`src/rtl/front_panel_sequencer_pkg.sv`:
```
// Shared types and widths for the front-panel boot sequencer.
package front_panel_sequencer_pkg;

  localparam int WORD_W  = 12;  // PDP8 word / switch register width
  localparam int COUNT_W = 13;  // word counter, wide enough to hold 4096
  localparam int PHASE_W = 8;   // button phase counter

  // Top-level boot sequence states.
  typedef enum logic [2:0] {
    ST_IDLE      = 3'd0,
    ST_LDPC0     = 3'd1,
    ST_WAIT_WORD = 3'd2,
    ST_DEPOSIT   = 3'd3,
    ST_LDPC_RUN  = 3'd4,
    ST_RUN_WAIT  = 3'd5,
    ST_HALT_WAIT = 3'd6,
    ST_DONE      = 3'd7
  } fp_seq_state_t;

  // Phases of a single front-panel button operation.
  typedef enum logic [1:0] {
    PH_IDLE    = 2'd0,
    PH_SETUP   = 2'd1,
    PH_PRESS   = 2'd2,
    PH_RELEASE = 2'd3
  } fp_btn_phase_t;

endpackage

```
`src/rtl/front_panel_sequencer_pulser.sv`:
```
// Drives one front-panel button operation: presents the operand on the
// switches, then holds SETUP, PRESS and RELEASE for HOLD_CYCLES each.
// The operand stays on sw_val until the next go, so the switches are
// stable across all three phases and afterwards.
module fp_button_pulser
  import front_panel_sequencer_pkg::*;
#(
  parameter int HOLD_CYCLES = 10  // legal 1..255
) (
  input  logic              clock,
  input  logic              resetN,
  input  logic              go,
  input  logic [WORD_W-1:0] operand,
  output logic [WORD_W-1:0] sw_val,
  output logic              btn,
  output logic              done_pulse
);

  localparam logic [PHASE_W-1:0] HOLD_LAST = PHASE_W'(HOLD_CYCLES - 1);

  fp_btn_phase_t      phase;
  logic [PHASE_W-1:0] cnt;

  // Phase sequencer; btn is registered so the panel never sees a glitch.
  // NOTE: every sequential assignment is non-blocking so all flops update
  // from the same pre-edge values regardless of statement order.
  always_ff @(posedge clock or posedge resetN) begin
    if (resetN) begin
      // NOTE: reset is asynchronous, so outputs drop immediately, even
      // in the middle of a press.
      phase  <= PH_IDLE;
      cnt    <= '0;
      sw_val <= '0;
      btn    <= 1'b0;
    end else if (go) begin
      phase  <= PH_SETUP;
      cnt    <= HOLD_LAST;
      sw_val <= operand;
      btn    <= 1'b0;
    end else if (phase != PH_IDLE) begin
      if (cnt != '0) begin
        cnt <= cnt - PHASE_W'(1);
      end else begin
        cnt <= HOLD_LAST;
        unique case (phase)
          PH_SETUP: begin
            phase <= PH_PRESS;
            btn   <= 1'b1;
          end
          PH_PRESS: begin
            phase <= PH_RELEASE;
            btn   <= 1'b0;
          end
          default: begin
            phase <= PH_IDLE;
            btn   <= 1'b0;
          end
        endcase
      end
    end
  end

  // Last cycle of RELEASE: lets the caller chain the next operation
  // on the very edge this one ends.
  assign done_pulse = (phase == PH_RELEASE) && (cnt == '0);

endmodule

```
`src/rtl/front_panel_sequencer.sv`:
```
// Boots a PDP8 through its front panel: load PC, deposit an image stream,
// load the start PC, raise the run switch and wait for run then halt.
module front_panel_sequencer
  import front_panel_sequencer_pkg::*;
#(
  parameter int                HOLD_CYCLES = 10,
  parameter logic [WORD_W-1:0] LOAD_PC     = 12'o0000,
  parameter logic [WORD_W-1:0] START_PC    = 12'o0200,
  parameter int                MAX_WORDS   = 4096
) (
  input  logic               clock,
  input  logic               resetN,
  input  logic               start,
  input  logic               img_valid,
  input  logic [WORD_W-1:0]  img_data,
  input  logic               img_last,
  output logic               img_ready,
  input  logic               run_led,
  output logic [WORD_W:0]    sw,
  output logic               load_pc_btn,
  output logic               deposit_btn,
  output logic               busy,
  output logic               done,
  output logic               err,
  output logic [COUNT_W-1:0] words_loaded
);

  localparam logic [PHASE_W-1:0] HOLD_LAST = PHASE_W'(HOLD_CYCLES - 1);
  localparam logic [COUNT_W-1:0] MAX_W     = COUNT_W'(MAX_WORDS);

  fp_seq_state_t      state;
  logic               last_q;      // latched img_last of the word being deposited
  logic               sw_run;      // run switch
  logic               sw_zero;     // blank the switch register after an abort
  logic               gap_active;  // waiting between LDPC_RUN release and run switch
  logic [PHASE_W-1:0] gap_cnt;
  logic               run_meta;
  logic               run_sync;

  logic               go;
  logic [WORD_W-1:0]  operand;
  logic [WORD_W-1:0]  sw_val;
  logic               btn;
  logic               pulse_done;

  logic               start_ok;
  logic               xfer;
  logic               word_done;
  logic [COUNT_W-1:0] words_next;

  assign start_ok   = start && ((state == ST_IDLE) || (state == ST_DONE));
  assign img_ready  = (state == ST_WAIT_WORD);
  assign xfer       = img_ready && img_valid;
  assign word_done  = (state == ST_DEPOSIT) && pulse_done;
  assign words_next = words_loaded + COUNT_W'(1);

  // Launch a button operation on the same edge that enters its state, so
  // the SETUP phase begins the cycle right after the triggering edge.
  always_comb begin
    // NOTE: defaults first so no path leaves go/operand unassigned,
    // which would otherwise infer latches.
    go      = 1'b0;
    operand = LOAD_PC;
    if (start_ok) begin
      go      = 1'b1;
      operand = LOAD_PC;
    end else if (xfer) begin
      go      = 1'b1;
      operand = img_data;
    end else if (word_done && last_q) begin
      go      = 1'b1;
      operand = START_PC;
    end
  end

  fp_button_pulser #(
    .HOLD_CYCLES (HOLD_CYCLES)
  ) u_pulser (
    .clock      (clock),
    .resetN     (resetN),
    .go         (go),
    .operand    (operand),
    .sw_val     (sw_val),
    .btn        (btn),
    .done_pulse (pulse_done)
  );

  // The shared button goes to whichever panel input the current state owns;
  // state never changes while btn is high.
  assign load_pc_btn = btn && ((state == ST_LDPC0) || (state == ST_LDPC_RUN));
  assign deposit_btn = btn && (state == ST_DEPOSIT);
  assign sw          = {sw_run, sw_zero ? '0 : sw_val};

  // Two-flop synchroniser for the CPU run indicator.
  always_ff @(posedge clock or posedge resetN) begin
    if (resetN) begin
      run_meta <= 1'b0;
      run_sync <= 1'b0;
    end else begin
      run_meta <= run_led;
      run_sync <= run_meta;
    end
  end

  // Boot sequence FSM with registered status outputs.
  always_ff @(posedge clock or posedge resetN) begin
    if (resetN) begin
      state        <= ST_IDLE;
      last_q       <= 1'b0;
      sw_run       <= 1'b0;
      sw_zero      <= 1'b0;
      gap_active   <= 1'b0;
      gap_cnt      <= '0;
      busy         <= 1'b0;
      done         <= 1'b0;
      err          <= 1'b0;
      words_loaded <= '0;
    end else begin
      unique case (state)
        ST_IDLE, ST_DONE: begin
          if (start) begin
            state        <= ST_LDPC0;
            busy         <= 1'b1;
            done         <= 1'b0;
            err          <= 1'b0;
            words_loaded <= '0;
            sw_zero      <= 1'b0;
          end
        end
        ST_LDPC0: begin
          if (pulse_done) state <= ST_WAIT_WORD;
        end
        ST_WAIT_WORD: begin
          if (img_valid) begin
            last_q <= img_last;
            state  <= ST_DEPOSIT;
          end
        end
        ST_DEPOSIT: begin
          if (pulse_done) begin
            words_loaded <= words_next;
            if (last_q) begin
              state <= ST_LDPC_RUN;
            end else if (words_next == MAX_W) begin
              err     <= 1'b1;
              done    <= 1'b1;
              busy    <= 1'b0;
              sw_zero <= 1'b1;
              state   <= ST_DONE;
            end else begin
              state <= ST_WAIT_WORD;
            end
          end
        end
        ST_LDPC_RUN: begin
          if (gap_active) begin
            if (gap_cnt == '0) begin
              gap_active <= 1'b0;
              sw_run     <= 1'b1;
              state      <= ST_RUN_WAIT;
            end else begin
              gap_cnt <= gap_cnt - PHASE_W'(1);
            end
          end else if (pulse_done) begin
            gap_active <= 1'b1;
            gap_cnt    <= HOLD_LAST;
          end
        end
        ST_RUN_WAIT: begin
          if (run_sync) state <= ST_HALT_WAIT;
        end
        ST_HALT_WAIT: begin
          if (!run_sync) begin
            sw_run <= 1'b0;
            busy   <= 1'b0;
            done   <= 1'b1;
            state  <= ST_DONE;
          end
        end
        default: state <= ST_IDLE;
      endcase
    end
  end

endmodule

```
`config.mk`:
```
export PLATFORM = sky130hd
export DESIGN_NAME = front_panel_sequencer
export DESIGN_NICKNAME = d
export VERILOG_FILES = /design/src/rtl/front_panel_sequencer_pkg.sv /design/src/rtl/front_panel_sequencer_pulser.sv /design/src/rtl/front_panel_sequencer.sv
export SDC_FILE = /design/constraint.sdc
export NUM_CORES = 1
export LEC_CHECK = 0
export ABC_CLOCK_PERIOD_IN_PS = 6200
export CAP_MARGIN = 20
export CORE_ASPECT_RATIO = 0.7
export CORE_MARGIN = 10
export CORE_UTILIZATION = 40
export CTS_CLUSTER_DIAMETER = 150
export CTS_CLUSTER_SIZE = 40
export DETAILED_ROUTE_END_ITERATION = 7
export GPL_ROUTABILITY_DRIVEN = 0
export PLACE_DENSITY = 0.63
export SLEW_MARGIN = 20
export SYNTH_ARGS = -nofsm -noshare
export SYNTH_HDL_FRONTEND = slang
export SYNTH_SLANG_ARGS = --single-unit
```
`constraint.sdc`:
```
create_clock -name clock -period 6.2 [get_ports clock]
set_clock_uncertainty 0.15 [all_clocks]
set_input_delay 0.93 -clock clock [delete_from_list [all_inputs] [get_ports clock]]
set_output_delay 0.93 -clock clock [all_outputs]
set_load 0.005 [all_outputs]
```
==> reports/qor.yml <==
core_area_mm2: 0.00777
synth-seq-area-share_pct: 43.4
placed_cells: 476
insertion_delay_ns: 0.30
drc: 0
num_vias: 2609
synth_ff_type: "dfrtp_1"
netlist.area_leader.share_pct: 43.4
slew_headroom_pct: 40.1
antenna_found_initial: 0
post_drt_wl_per_cell_um: 15.3
finalCritPeriodShare_pct: 56.6
post-cts-setup-buffer-count: 0
grt_max_degree: 56
drv_slew: 0
drive_gt1_share_pct: 6.79
crit_path_start_kind: "register"
antenna_left: 0
path_cells: "nand3b_1, nor2_1, clkdlybuf4s50_1"
syn_area_mm2: 0.00317
clkSlewWorstSetupHoldPaths_ns: 0.07
final_cells: 484
ys_warn_count: 0
hp-class: "reg -> reg"
regToRegSetupSlack_ns: 2.81
num_rows: 27
cts_buffers: 5
io_buffer_count: 49
synth_edf_count: 0
worst-setup-path-type: "reg -> out"
dieArea_mm2: 0.0119
wl_um: 7400
cts_hold_buffers: 0
rsz0062_at_grt: "false"
synthArstFlopShare_pct: 100
syn_avg_cell_area_um2: 9.21
clkSinkCount: 55
synth_area_leaders: "dfrtp_1 43%, o21ai_0 5.2%, nor2b_1 4.1%"
boundaryPins: 50
grt_pass1_vias: 2566
firstDrtPassIters: 4
hpwl_um: 5250
required_ns: 5.12
cp.arrival_ns: 2.43
slowest_stage: "dfrtp_1"
path_delay_family: "simple AND/OR/NAND/NOR gates"
area_growth_pct: 22.2
max-vdd-ir-drop_mv: 0.0845
leakage_nw: 1.63
syn_inst: 344
dieHeight_um: 94.5
grt_remaining_overflow: 0
via_per_inst: 5.39
setup_tns_ns: 0
die_w_um: 126
tightest_slew_ns: 0.894
slowest_delay_ns: 0.68
hold_ws_ns: 0.204
power_density_mw_per_mm2: 175
diodes: 0
maxCapViolCount: 0
ys_ff_latch: 55
grt_first_pass_wirelength_um: 12500
nFillCells: 755
power_mw: 0.677
cts_tree: "yes"
critical_path_buf_inv_count: 1
setup_viol: 0
cts_resized: 0
cp_max_fo: 18
nets: 409
synth_area_leader_cell: "dfrtp_1"
clockRootBuffer: "clkbuf_16"
period_minus_slack_ns: 3.51
fmaxAchievable_mhz: 285
outcome: "finished clean"
hold_violations: 0
h-tree-depth: 2
end_kind: "output pin"
ys_types: 56
start_util_pct: 40.8
first_iter_violations: 181
synth_nets: 371
grtUsageTotal_pct: 12.5
clockBufferDepth: 2
[final timing paths]
path | startpoint | endpoint | depth (start not counted)
min reg2reg | run_meta$_DFF_PP0_ | run_sync$_DFF_PP0_ | 0
min | run_meta$_DFF_PP0_ | run_sync$_DFF_PP0_ | 0
max in group asynchronous | resetN | run_meta$_DFF_PP0_ | 3
max | state[1]$_DFFE_PP0P_ | deposit_btn | 3
max reg2reg | state[1]$_DFFE_PP0P_ | u_pulser.cnt[3]$_DFFE_PP0P_ | 6
min in group asynchronous | resetN | u_pulser.sw_val[10]$_DFFE_PP0N_ | 3
[metal layers]
| layer | share of wire [%] | wire [µm] | track usage, % | up-vias |
|---|---|---|---|---|
| met4 | 0.92 | 68 | 3.78 | 0 |
| met3 | 7.7 | 572 | 4.81 | 7 |
| met2 | 42 | 3100 | 18.3 | 65 |
| li1 | - | - | - | 1311 |
| met1 | 49 | 3650 | 16.7 | 1226 |
| met5 | 0 | 0 | 0 | - |
[per-stage QoR]
step                      setup WS, ns  util [%]  cell area, µm²
final                             2.69      49.8            3870
after floorplan                   3.78         -            3170
after global routing              2.45      49.8            3870
after global placement            2.52      47.9            3720
after detailed placement          2.47      47.9            3720
after CTS                         2.70      49.7            3860
[worst register-to-register path, cell delays in order, from the launching register on]
cell	delay, ns
dfrtp_1	0.68
nand3b_1	0.61
nor4_4	0.82
a21boi_4	0.33
a2111oi_2	0.48
nor3_1	0.08
a31oi_1	0.16
[cell usage in the layout, fill, tap and decap left out, types with 7 or more instances in the layout]
master	netlist	final
dfrtp_1	55	55
clkdlybuf4s50_1	0	49
o21ai_0	33	33
nor2_1	27	27
nor2b_1	21	21
nand2_1	19	19
nor3_1	20	19
a21oi_1	19	19
inv_1	17	16
nand3_1	11	11
a22o_1	11	11
xnor2_1	9	9
ha_1	9	9
a31oi_1	7	7
[cell families (layout without fill, tap and decap cells)]
kind of cell,Yosys count,count (layout),share of synthesized area (%)
xor+xnor,10,10,2.76
fa+ha+maj,9,9,3.55
mux,6,6,1.97
simple gates,136,136,24.4
flops,55,55,43.4
compound gates,92,92,19.4
buf+inv,36,75,4.42
[Yosys cell counts (3+ instances only)]
| cell type | n |
|---|---|
| a31oi_1 | 7 |
| and2_1 | 5 |
| nand2_1 | 19 |
| inv_1 | 17 |
| or3_1 | 3 |
| mux2i_1 | 4 |
| nor4_1 | 3 |
| and3_1 | 5 |
| dfrtp_1 | 55 |
| ha_1 | 9 |
| nand3b_1 | 3 |
| nand3_1 | 11 |
| o21ai_0 | 33 |
| a21oi_1 | 19 |
| nand2b_1 | 4 |
| nor3_1 | 20 |
| a22o_1 | 11 |
| nor2_1 | 27 |
| clkbuf_1 | 16 |
| xnor2_1 | 9 |
| nor2b_1 | 21 |
[layout make-up]
cell class	instances	area, µm²	share of cell area, %
Clock buffer	6	129	3.33
Timing Repair Buffer	50	498	12.9
Inverter	17	63.8	1.65
Clock inverter	2	12.5	0.323
Sequential cell	55	1380	35.6
Tap cell	101	126	3.27
Multi-Input combinational cell	253	1660	43.0
[registers in the layout, indices dropped and copies added (netlist names), 2 cells and up]
register	flops
words_loaded	13
u_pulser.phase	2
u_pulser.sw_val	12
state	3
u_pulser.cnt	8
gap_cnt	8
[power breakdown]
group	switching [mW]	internal, mW	leakage, nW
sequential	0.00309	0.360	0.657
combinational	0.0161	0.0171	0.903
clock	0.131	0.150	0.0669
total	0.150	0.527	1.63
Power figures use the tool's default switching activity.
==> edit 1 (same flow settings) <==
`HOLD_CYCLES` is set to 10 in 2 places; all go to 5.
--- a/src/rtl/front_panel_sequencer_pulser.sv
+++ b/src/rtl/front_panel_sequencer_pulser.sv
@@ -6,5 +6,5 @@
   import front_panel_sequencer_pkg::*;
 #(
-  parameter int HOLD_CYCLES = 10  // legal 1..255
+  parameter int HOLD_CYCLES = 5  // legal 1..255
 ) (
   input  logic              clock,
--- a/src/rtl/front_panel_sequencer.sv
+++ b/src/rtl/front_panel_sequencer.sv
@@ -4,5 +4,5 @@
   import front_panel_sequencer_pkg::*;
 #(
-  parameter int                HOLD_CYCLES = 10,
+  parameter int                HOLD_CYCLES = 5,
   parameter logic [WORD_W-1:0] LOAD_PC     = 12'o0000,
   parameter logic [WORD_W-1:0] START_PC    = 12'o0200,
Behaviour: not the same (a bounded check fails within 10 cycles, from zero or initial values and one cycle with resetN high).
==> edit 1 against the original RTL <==
Global-route usage shrank 0.37 points. Synthesized area shrank 1.4%. Sequential cell count is the same. Final area shrank 1.9%. Routed wire length shrank 1.3%. Die area shrank 1.2%. First-iteration DRC count grew 14%. Worst setup slack gained 26 ps.
Power is not compared: it rests on default switching activity, and its combinational part moved more than twofold at a synthesized area within 25%.
==> edit 1: results (changes against the original RTL) <==
qor: global_routing.grt_pass1_wl 12.41 mm [was 12.53 mm]
qor: logic_synthesis.synth_compound_area_share 18.47% [was 19.39%]
qor: sta.hold_slack 208.9 ps [was 203.6 ps]
qor: critical_path.r2r_end u_pulser.cnt[0] [was u_pulser.cnt[3]]
qor: global_routing.grt.met2_usage 17.46% [was 18.27%]
qor: logic_synthesis.synth.yosys.seq_area_share 44.07% [was 43.44%]
qor: place.post-dp-hpwl 5.250 mm [was 5.246 mm]
qor: logic_synthesis.netlist-cell-type-count 59 [was 56]
qor: layout.final_layout_size_suffix_gt1_share 7.124% [was 6.789%]
qor: cts.cts_root_buffer clkbuf_8 [was clkbuf_16]
qor: status.outcome finished, final reports clean [unchanged]
qor: layout.layout.filler_cells 706 [was 755]
qor: detailed_routing.route.layer.met1.wl 3.877 mm [was 3.654 mm]
qor: logic_synthesis.fraction_of_synthesized_cell_area_in_xor_and_xnor_cells 3.365% [was 2.765%]
qor: layout.layout.nets 405 [was 409]
qor: sta.timing.final.ws_setup 2718 ps [was 2692 ps]
qor: sta.slew_at_the_pin_closest_to_its_max_slew_limit 702.6 ps [was 894.3 ps]
qor: detailed_routing.detailroute.via_count 2517 [was 2609]
qor: detailed_routing.detailedRoute.firstIterationViolations 206 [was 181]
qor: global_routing.grt_met3_use 4.907% [was 4.813%]
qor: critical_path.arrival 2400 ps [was 2430 ps]
qor: global_routing.grt_use_met1 17.27% [was 16.71%]
qor: critical_path.worstPathMaxFanout 16 [was 18]
qor: critical_path.regToRegSetupSlack 3660 ps [was 2810 ps]
qor: place.detailed_place.area 3665 um2 [was 3721 um2]
-- edit 1: layout make-up --
type / instances / area [um2] / share of cell area [%]
Sequential cell: 55 / 1376 / 36.24
Clock buffer: 6 / 82.58 / 2.175
Clock inverter: 2 / 38.79 / 1.021
Tap cell: 98 / 122.6 / 3.229
Inverter: 12 / 45.04 / 1.186
Timing Repair Buffer: 51 / 503.0 / 13.25
Multi-Input combinational cell: 253 / 1629 / 42.90
-- edit 1: stage by stage --
stage | util, % | cells
4_1_cts | 50.82 | 476
6_report | 50.97 | 477
3_3_place_gp | 49.19 | 468
3_5_place_dp | 49.19 | 468
2_1_floorplan | - | 334
5_1_grt | 50.97 | 477
-- edit 1: power by group through the flow --
stage          clock, uW  sequential [uW]  combinational, uW
6_report             256              674                725
5_1_grt              272              702                819
4_1_cts              265              672                737
3_5_place_dp           0              677                736
3_3_place_gp           0              674                725
2_1_floorplan          0              605                500
==> edit 2 (same flow settings) <==
Without the edit above. Put one more register stage on the output `err`. The value now appears one clock later. The other outputs are not delayed to match.
--- a/src/rtl/front_panel_sequencer.sv
+++ b/src/rtl/front_panel_sequencer.sv
@@ -28,4 +28,6 @@
   localparam logic [PHASE_W-1:0] HOLD_LAST = PHASE_W'(HOLD_CYCLES - 1);
   localparam logic [COUNT_W-1:0] MAX_W     = COUNT_W'(MAX_WORDS);
+
+  logic err_s0;
 
   fp_seq_state_t      state;
@@ -114,5 +116,5 @@
       busy         <= 1'b0;
       done         <= 1'b0;
-      err          <= 1'b0;
+      err_s0       <= 1'b0;
       words_loaded <= '0;
     end else begin
@@ -123,5 +125,5 @@
             busy         <= 1'b1;
             done         <= 1'b0;
-            err          <= 1'b0;
+            err_s0       <= 1'b0;
             words_loaded <= '0;
             sw_zero      <= 1'b0;
@@ -143,5 +145,5 @@
               state <= ST_LDPC_RUN;
             end else if (words_next == MAX_W) begin
-              err     <= 1'b1;
+              err_s0  <= 1'b1;
               done    <= 1'b1;
               busy    <= 1'b0;
@@ -183,4 +185,8 @@
   end
 
+  always_ff @(posedge clock) begin
+    err <= err_s0;
+  end
+
 endmodule
 
Behaviour: same outputs for any inputs over 10 cycles, from zero or initial values and one cycle with resetN high; that may be too few to reach the edited logic, so the function may still have changed.
==> edit 2 against the original RTL <==
Sequential cell count up 1. Synthesized area decreased by 2.5%. Register-to-register slack better by 640 ps. Final area fell by 4.5%. Via count fell by 2.4%. Routed wire length shrank 2.2%. Worst setup slack improved by 290 ps.
Power is not compared: it rests on default switching activity, and its combinational part moved more than twofold at a synthesized area within 25%.
==> edit 2: results (changes against the original RTL) <==
qor: status.outcome finished, final reports clean [unchanged]
qor: global_routing.grt_pass1_wl 12.12 mm [was 12.53 mm]
qor: layout.layout.nets 405 [was 409]
qor: cts.worst_setup_hold_path_clk_slew 100 ps [was 70 ps]
qor: place.buffer_ports.inserted 49 [unchanged]
qor: critical_path.r2r_end words_loaded[7] [was u_pulser.cnt[3]]
qor: global_routing.grt_use_met1 18.30% [was 16.71%]
qor: logic_synthesis.synth.yosys.seq_area_share 45.22% [was 43.44%]
qor: sta.hold_slack 207.4 ps [was 203.6 ps]
qor: global_routing.grt_max_degree 56 [unchanged]
qor: detailed_routing.wl 7.236 mm [was 7.399 mm]
qor: logic_synthesis.netlist_top_cells_count dfrtp_1 (55), nand2_1 (36), nor2_1 (34) [was dfrtp_1 (55), o21ai_0 (33), nor2_1 (27)]
qor: detailed_routing.wl_per_cell 15.17 um [was 15.29 um]
qor: place.post-dp-hpwl 5.063 mm [was 5.246 mm]
qor: worst_hold_path.hold_path.startpoint run_meta [unchanged]
qor: logic_synthesis.netlist-cell-type-count 47 [was 56]
qor: critical_path.cp_slowest_cell dfrtp_1 [unchanged]
qor: cts.cts.repair_timing.setup_buffer_count 0 [unchanged]
qor: logic_synthesis.asyncSetResetFlopFracSynth 98.21% [was 100.0%]
qor: cts.numCtsBuffers 5 [unchanged]
qor: critical_path.max_stage_delay 760 ps [was 680 ps]
qor: logic_synthesis.synth_fp_nets 368 [was 371]
qor: critical_path.worstPathMaxFanout 23 [was 18]
qor: critical_path.reg2reg_from state[2] [was state[1]]
qor: power_and_ir_drop.leakage 0.001574 uW
qor: layout.final_layout_size_suffix_gt1_share 3.166% [was 6.789%]
qor: critical_path.regToRegSetupSlack 3450 ps [was 2810 ps]
qor: logic_synthesis.synth_top_cells_by_area dfrtp_1 (45%), nand2_1 (4.4%), nor2_1 (4.1%) [was dfrtp_1 (43%), o21ai_0 (5.2%), nor2b_1 (4.1%)]
qor: global_routing.grt_met3_use 2.876% [was 4.813%]
qor: detailed_routing.detailroute.via_count 2546 [was 2609]
qor: global_routing.global_route.usage.total 12.17% [was 12.50%]
qor: cts.cts_root_buffer clkbuf_8 [was clkbuf_16]
qor: sta.maxSlewHeadroom 43.32% [was 40.05%]
qor: place.placed_cells 469 [was 476]
qor: global_routing.grt.met2_usage 16.99% [was 18.27%]
qor: logic_synthesis.synthesis.yosys.warnings 0 [unchanged]
qor: detailed_routing.detailedRoute.firstIterationViolations 160 [was 181]
qor: logic_synthesis.synth_area_per_cell 9.056 um2 [was 9.209 um2]
qor: place.placement.setup.worst_slack 3072 ps [was 2471 ps]
qor: global_routing.first_global_vias 2349 [was 2566]
==> edit 2: stage by stage <==
step	area [um2]	utilization, %
2_1_floorplan	3088	-
3_3_place_gp	3606	48.62
3_5_place_dp	3606	48.62
4_1_cts	3696	49.83
5_1_grt	3696	49.83
6_report	3696	49.83
==> edit 2: worst max-delay path: cells and delay by family (launching register included) <==
kind | cells | cell delay [ps]
flip-flops | 1 | 760
buffers and inverters | 1 | 580
AND/OR/NAND/NOR | 1 | 340
XOR/XNOR | 1 | 160
==> edit 2: area by class of cell <==
| class | instances | area (um2) |
|---|---|---|
| fillers | 721 | 3721 |
| flip-flops and latches | 56 | 1396 |
| well taps | 98 | 122.6 |
| clock buffers | 8 | 90.09 |
| repair buffers | 50 | 498.0 |
| inverters | 11 | 41.29 |
| multi-input cells | 254 | 1548 |
==> edit 2: cells by family (layout without fill, tap and decap cells) <==
| family | after synthesis | count (layout) | share of synthesized area (%) |
|---|---|---|---|
| xor+xnor | 11 | 11 | 3.120 |
| simple gates | 149 | 149 | 24.43 |
| mux | 6 | 6 | 1.945 |
| compound gates | 79 | 79 | 16.98 |
| flops | 56 | 56 | 45.22 |
| buf+inv | 31 | 69 | 4.659 |
| fa+ha+maj | 9 | 9 | 3.647 |
==> edit 2: power breakdown <==
group	internal (uW)	total [uW]	switching, uW
combinational	245	453	208
clock	91.6	207	115
sequential	466	595	129
total	802	1250	453
==> edit 2: layer usage <==
| metal | vias to the layer above | share of wire (%) |
|---|---|---|
| li1 | 1276 | - |
| met1 | 1201 | 55 |
| met2 | 62 | 40 |
| met3 | 7 | 4.1 |
| met4 | 0 | 0.90 |
| met5 | - | 0 |
==> edit 2: worst max path at each step <==
stage	to	slack, ps	start
after detailed placement	words_loaded[7]	3070	start
after global routing	deposit_btn	2870	state[1]
after global placement	words_loaded[8]	3170	start
after CTS	load_pc_btn	3000	state[2]
after floorplan	busy	3690	words_loaded[0]
final	load_pc_btn	2980	state[2]
